<file path="src/rtl/song_sequencer.sv">
// rtl/song_sequencer.sv - steps through the internal song ROM, presenting note codes
// with per-entry duration and a trailing articulation gap for the tone generator.
module song_sequencer #(
  parameter int tick_div  = 12,
  parameter int gap_ticks = 1,
  parameter bit loop_en   = 1'b0
) (
  input  logic       clk,
  input  logic       rst,
  input  logic       start,
  input  logic       stop,
  output logic [3:0] note_code,
  output logic       note_on,
  output logic       note_strobe,
  output logic [4:0] song_idx,
  output logic       busy,
  output logic       done
);

  localparam int CW = $clog2(4 * tick_div);
  localparam logic [4:0] LAST_IDX = 5'd24;

  localparam logic [3:0] NOTES [25] = '{
    4'd1, 4'd1, 4'd2, 4'd1, 4'd4, 4'd3,
    4'd1, 4'd1, 4'd2, 4'd1, 4'd5, 4'd4,
    4'd1, 4'd1, 4'd8, 4'd6, 4'd4, 4'd3, 4'd2,
    4'd7, 4'd7, 4'd6, 4'd4, 4'd5, 4'd4
  };
  localparam logic [2:0] LENS [25] = '{
    3'd1, 3'd1, 3'd2, 3'd2, 3'd2, 3'd4,
    3'd1, 3'd1, 3'd2, 3'd2, 3'd2, 3'd4,
    3'd1, 3'd1, 3'd2, 3'd2, 3'd2, 3'd2, 3'd4,
    3'd1, 3'd1, 3'd2, 3'd2, 3'd2, 3'd4
  };

  typedef enum logic {IDLE, PLAY} state_t;

  state_t      state_q, state_d;
  logic [CW-1:0] cnt_q, cnt_d;
  logic [3:0]  note_code_q, note_code_d;
  logic        note_on_q, note_on_d;
  logic        note_strobe_q, note_strobe_d;
  logic [4:0]  song_idx_q, song_idx_d;
  logic        busy_q, busy_d;
  logic        done_q, done_d;

  logic [CW-1:0] last_cnt, on_last;
  logic [4:0]    next_idx;

  // cnt_q is the position inside the current entry; on_last is the final sounding position.
  assign last_cnt = CW'(int'(LENS[song_idx_q]) * tick_div - 1);
  assign on_last  = CW'(int'(LENS[song_idx_q]) * tick_div - gap_ticks - 1);
  assign next_idx = song_idx_q + 5'd1;

  always_comb begin
    state_d       = state_q;
    cnt_d         = cnt_q;
    note_code_d   = note_code_q;
    note_on_d     = note_on_q;
    note_strobe_d = 1'b0;
    song_idx_d    = song_idx_q;
    busy_d        = busy_q;
    done_d        = 1'b0;
    case (state_q)
      IDLE: begin
        if (start && !stop) begin
          state_d       = PLAY;
          cnt_d         = '0;
          song_idx_d    = 5'd0;
          note_code_d   = NOTES[0];
          note_on_d     = 1'b1;
          note_strobe_d = 1'b1;
          busy_d        = 1'b1;
        end
      end
      PLAY: begin
        if (stop) begin
          state_d     = IDLE;
          cnt_d       = '0;
          note_code_d = 4'd0;
          note_on_d   = 1'b0;
          song_idx_d  = 5'd0;
          busy_d      = 1'b0;
        end else if (cnt_q == last_cnt) begin
          cnt_d = '0;
          if (song_idx_q == LAST_IDX) begin
            done_d     = 1'b1;
            song_idx_d = 5'd0;
            if (loop_en) begin
              note_code_d   = NOTES[0];
              note_on_d     = 1'b1;
              note_strobe_d = 1'b1;
            end else begin
              state_d     = IDLE;
              note_code_d = 4'd0;
              note_on_d   = 1'b0;
              busy_d      = 1'b0;
            end
          end else begin
            song_idx_d    = next_idx;
            note_code_d   = NOTES[next_idx];
            note_on_d     = 1'b1;
            note_strobe_d = 1'b1;
          end
        end else begin
          cnt_d     = cnt_q + 1'b1;
          note_on_d = (cnt_q < on_last);
        end
      end
      default: state_d = IDLE;
    endcase
  end

  always_ff @(posedge clk) begin
    if (rst) begin
      state_q       <= IDLE;
      cnt_q         <= '0;
      note_code_q   <= 4'd0;
      note_on_q     <= 1'b0;
      note_strobe_q <= 1'b0;
      song_idx_q    <= 5'd0;
      busy_q        <= 1'b0;
      done_q        <= 1'b0;
    end else begin
      state_q       <= state_d;
      cnt_q         <= cnt_d;
      note_code_q   <= note_code_d;
      note_on_q     <= note_on_d;
      note_strobe_q <= note_strobe_d;
      song_idx_q    <= song_idx_d;
      busy_q        <= busy_d;
      done_q        <= done_d;
    end
  end

  assign note_code   = note_code_q;
  assign note_on     = note_on_q;
  assign note_strobe = note_strobe_q;
  assign song_idx    = song_idx_q;
  assign busy        = busy_q;
  assign done        = done_q;

endmodule

</file>
<file path="config.mk">
export PLATFORM = sky130hd
export DESIGN_NAME = song_sequencer
export DESIGN_NICKNAME = d
export VERILOG_FILES = /design/src/rtl/song_sequencer.sv
export SDC_FILE = /design/constraint.sdc
export NUM_CORES = 1
export LEC_CHECK = 0
export BUFFER_PORTS_ARGS = -buffer_cell sky130_fd_sc_hd__buf_2
export CAP_MARGIN = 15
export CORE_ASPECT_RATIO = 0.75
export CORE_MARGIN = 1.5
export CORE_UTILIZATION = 35
export DETAILED_ROUTE_END_ITERATION = 16
export GPL_ROUTABILITY_DRIVEN = 0
export PLACE_DENSITY = 0.61
export REMOVE_ABC_BUFFERS = 1
export SLEW_MARGIN = 20
export SYNTH_ARGS = -nofsm -noshare
export SYNTH_HDL_FRONTEND = slang
export SYNTH_SLANG_ARGS = --single-unit
</file>
<file path="constraint.sdc">
create_clock -name clk -period 8.4 [get_ports clk]
set_input_delay 0.42 -clock clk [delete_from_list [all_inputs] [get_ports clk]]
set_output_delay 0.42 -clock clk [all_outputs]
set_load 0.01 [all_outputs]
</file>
==> results.py <==
metrics = {
    "floorplanning": {
        "die_x_um": 79.2,
        "row_count": 20,
        "die_area_um2": 4760,
        "die_y_um": 60.1,
        "core_area_um2": 4100,
        "top_level_ports": 17,
        "start_util": 0.371,
    },
    "setup_path": {
        "endpoint_kind": "register",
        "cp_slowest_cell": "nor2_1",
        "critical_path.cell_chain": "inv_1 > ha_1 > mux2i_1 > nand2_1 > a21oi_1 > inv_1 > ha_1 > fa_1 > a2111oi_0 > xnor2_1 > ha_1 > and4_1 > a21oi_1 > nor2_1 > o22ai_1",
        "crit_top_cell": "ha_1",
        "cp_data_arrival_time_ns": 4.85,
        "cp_max_fo": 10,
        "crit_type": "register to register",
        "slowest_delay_ns": 0.53,
        "start_kind": "register",
        "worstPathRequired_ns": 8.51,
        "reg2regPathDepth": 15,
    },
    "yosys": {
        "syn_area_um2": 1520,
        "synth-edff-count": 0,
        "synthTopCellsByCount": "20 x dfxtp_1, 18 x ha_1, 13 x nor2_1, 10 x a21oi_1",
        "synth_top_area_frac": 0.263,
        "async_flop_share": 0,
        "yosys_most_used_dff": "dfxtp_1",
        "synth_cell_types": 53,
        "ys_ff_latch": 20,
        "postSynthAreaPerCell_um2": 8.75,
        "synth_area_leaders": "dfxtp_1 26%, ha_1 15%, xnor2_1 3.5%, a21oi_1 3.3%, mux2i_1 3.3%",
        "yosysWarningCount": 0,
        "ys_seq_area_frac": 0.263,
        "synth_top_cell_by_area": "dfxtp_1",
        "yosysMostFrequentCell": "dfxtp_1",
        "synth_cells": 174,
    },
    "pwr": {
        "switching_share": 0.207,
        "internal_power_w": 0.000167,
        "switchingPower_w": 0.0000435,
        "power_density_nw_per_um2": 124,
        "p_leak_nw": 0.720,
        "p_comb_frac": 0.067,
        "pwr-share-seq": 0.472,
        "irDropWorstVdd_v": 0.0000950,
        "clkPwrFrac": 0.461,
    },
    "hold_path": {
        "hold_depth": 2,
        "min_path_type": "primary input to register",
    },
    "global_route": {
        "antenna_found_initial": 0,
        "grt_pass1_vias": 1127,
        "gr-total-overflow": 0,
        "grt_pass1_wl_mm": 5.74,
        "grt_usage": 0.159,
        "grt_start_max_net_pins": 17,
    },
    "clock_tree": {
        "clock_latency_ns": 0.26,
        "htreeDepth": 1,
        "cts_sinks": 20,
        "cts_tree": "built",
        "cts_hold_buffers": 0,
        "ctsLongestPathBuffers": 2,
        "cts-root-buf": "clkbuf_8",
        "clkTransAtPathRegs_ns": 0.08,
        "cts.repair.resized": 0,
        "post_cts_buffers": 0,
        "cts-buffers-inserted": 3,
    },
    "drt": {
        "first_iter_violations": 116,
        "drc": 0,
        "wl_per_cell_um": 14.5,
        "drtAntennaViolNets": 0,
        "num_vias": 1287,
        "drt_wl_total_mm": 3.45,
        "firstDrtPassIters": 4,
        "viasPerCell": 5.41,
    },
    "sta": {
        "rsz0062_at_grt": "no",
        "tightest_slew_ns": 0.621,
        "maxSlewHeadroom": 0.585,
        "final.setup.worst_slack_ns": 3.65,
        "fmax_mhz": 211,
        "finalSetupViolations": 0,
        "fin_setup_tns_ns": 0,
        "clock_skew_ns": 0.00151,
        "drv_slew": 0,
        "hold_viol": 0,
        "finalCriticalPeriod_ns": 4.75,
        "period_share": 0.565,
    },
    "place": {
        "hpwl_mm": 2.59,
        "portBuffers": 16,
        "post-place-ws_ns": 3.70,
        "placed_area_um2": 1620,
    },
    "final_layout": {
        "fin_area_um2": 1690,
        "drive_gt1_frac": 0.153,
        "syn2layout_area_growth_pct": 11.1,
        "layout.nets": 207,
        "antenna_cells": 0,
    },
    "job": {
        "maxCapViolCount": 0,
    },
    "status": {
        "status": "complete, no violations",
    },
}
-- power groups by stage --
| stage | clock network [W] | logic (W) | registers, W |
|---|---|---|---|
| after detailed placement | 0 | 0.0000140 | 0.000102 |
| after CTS | 0.000101 | 0.0000141 | 0.0000994 |
| after global routing | 0.000105 | 0.0000155 | 0.0000998 |
| final | 0.0000970 | 0.0000140 | 0.0000994 |
| after floorplan | 0 | 0.00000818 | 0.000102 |
| after global placement | 0 | 0.0000140 | 0.000102 |
-- layout make-up --
class                   count  area (µm²)
flip-flops and latches     20         400
multi-input cells         134        1040
inverters                   9        33.8
repair buffers             16        80.1
clock inverters             1        30.0
well taps                  55        68.8
fillers                   436        2410
clock buffers               3        41.3
-- state kept, by name (all words and copies together), names as in the netlist --
register and cells:
busy 1, cnt_q 6, done 1, note_code 4
note_on 1, note_strobe 1, song_idx 5, state_q 1
-- metrics by stage --
step / instances / hold WS, ns / utilization / power (W)
finish: 238 / 0.427 / 0.412 / 0.000210
global route: 238 / 0.430 / 0.412 / 0.000220
CTS: 238 / 0.414 / 0.412 / 0.000214
detailed placement: 234 / 0.465 / 0.395 / 0.000116
global placement: 234 / 0.465 / 0.395 / 0.000116
floorplan: 163 / 0.454 / - / 0.000110
-- cell usage in the layout (no fill, tap or decap), types with 5 or more instances in the layout --
master,netlist,final
xor2_1,5,5
inv_1,9,9
nor2_1,13,13
xnor2_1,6,6
a21oi_1,10,10
nand2_1,6,6
buf_2,2,16
ha_1,18,18
dfxtp_1,20,20
o21ai_0,9,9
mux2i_1,5,5
-- logic make-up (layout without fill, tap and decap cells) --
family / Yosys count / count (layout) / share of synthesized area
simple gates: 52 / 52 / 0.201
compound gates: 46 / 46 / 0.209
mux: 6 / 6 / 0.0477
flops: 20 / 20 / 0.263
fa+ha+maj: 19 / 19 / 0.161
buf+inv: 20 / 29 / 0.0559
xor+xnor: 11 / 11 / 0.0633
-- routing by layer --
layer  routed length [µm]  track usage  up-vias
met3                  142       0.0336        4
met2                 1390        0.219       27
met5                    0            0        -
met1                 1880        0.245      604
li1                     -            -      652
met4                   31       0.0401        0
-- path summary, 6_finish.rpt --
check / start / slack [ns] / to
worst min-delay path: stop / 0.43 / state_q$_SDFF_PP0_
worst max register to register: song_idx[1]$_SDFFE_PP0P_ / 3.65 / song_idx[2]$_SDFFE_PP0P_
worst max-delay path: song_idx[1]$_SDFFE_PP0P_ / 3.65 / song_idx[2]$_SDFFE_PP0P_
worst min register to register: busy$_SDFFE_PP0P_ / 0.47 / busy$_SDFFE_PP0P_
-- worst max-delay path: cells and delay by family (launching register included) --
family	cells	cell delay, ns
buf+inv	2	0.39
fa+ha+maj	4	1.37
mux	1	0.15
xor+xnor	1	0.14
compound gates	4	1.05
flops	1	0.52
simple gates	3	0.97
No activity file was read; power rests on OpenSTA's default activity.
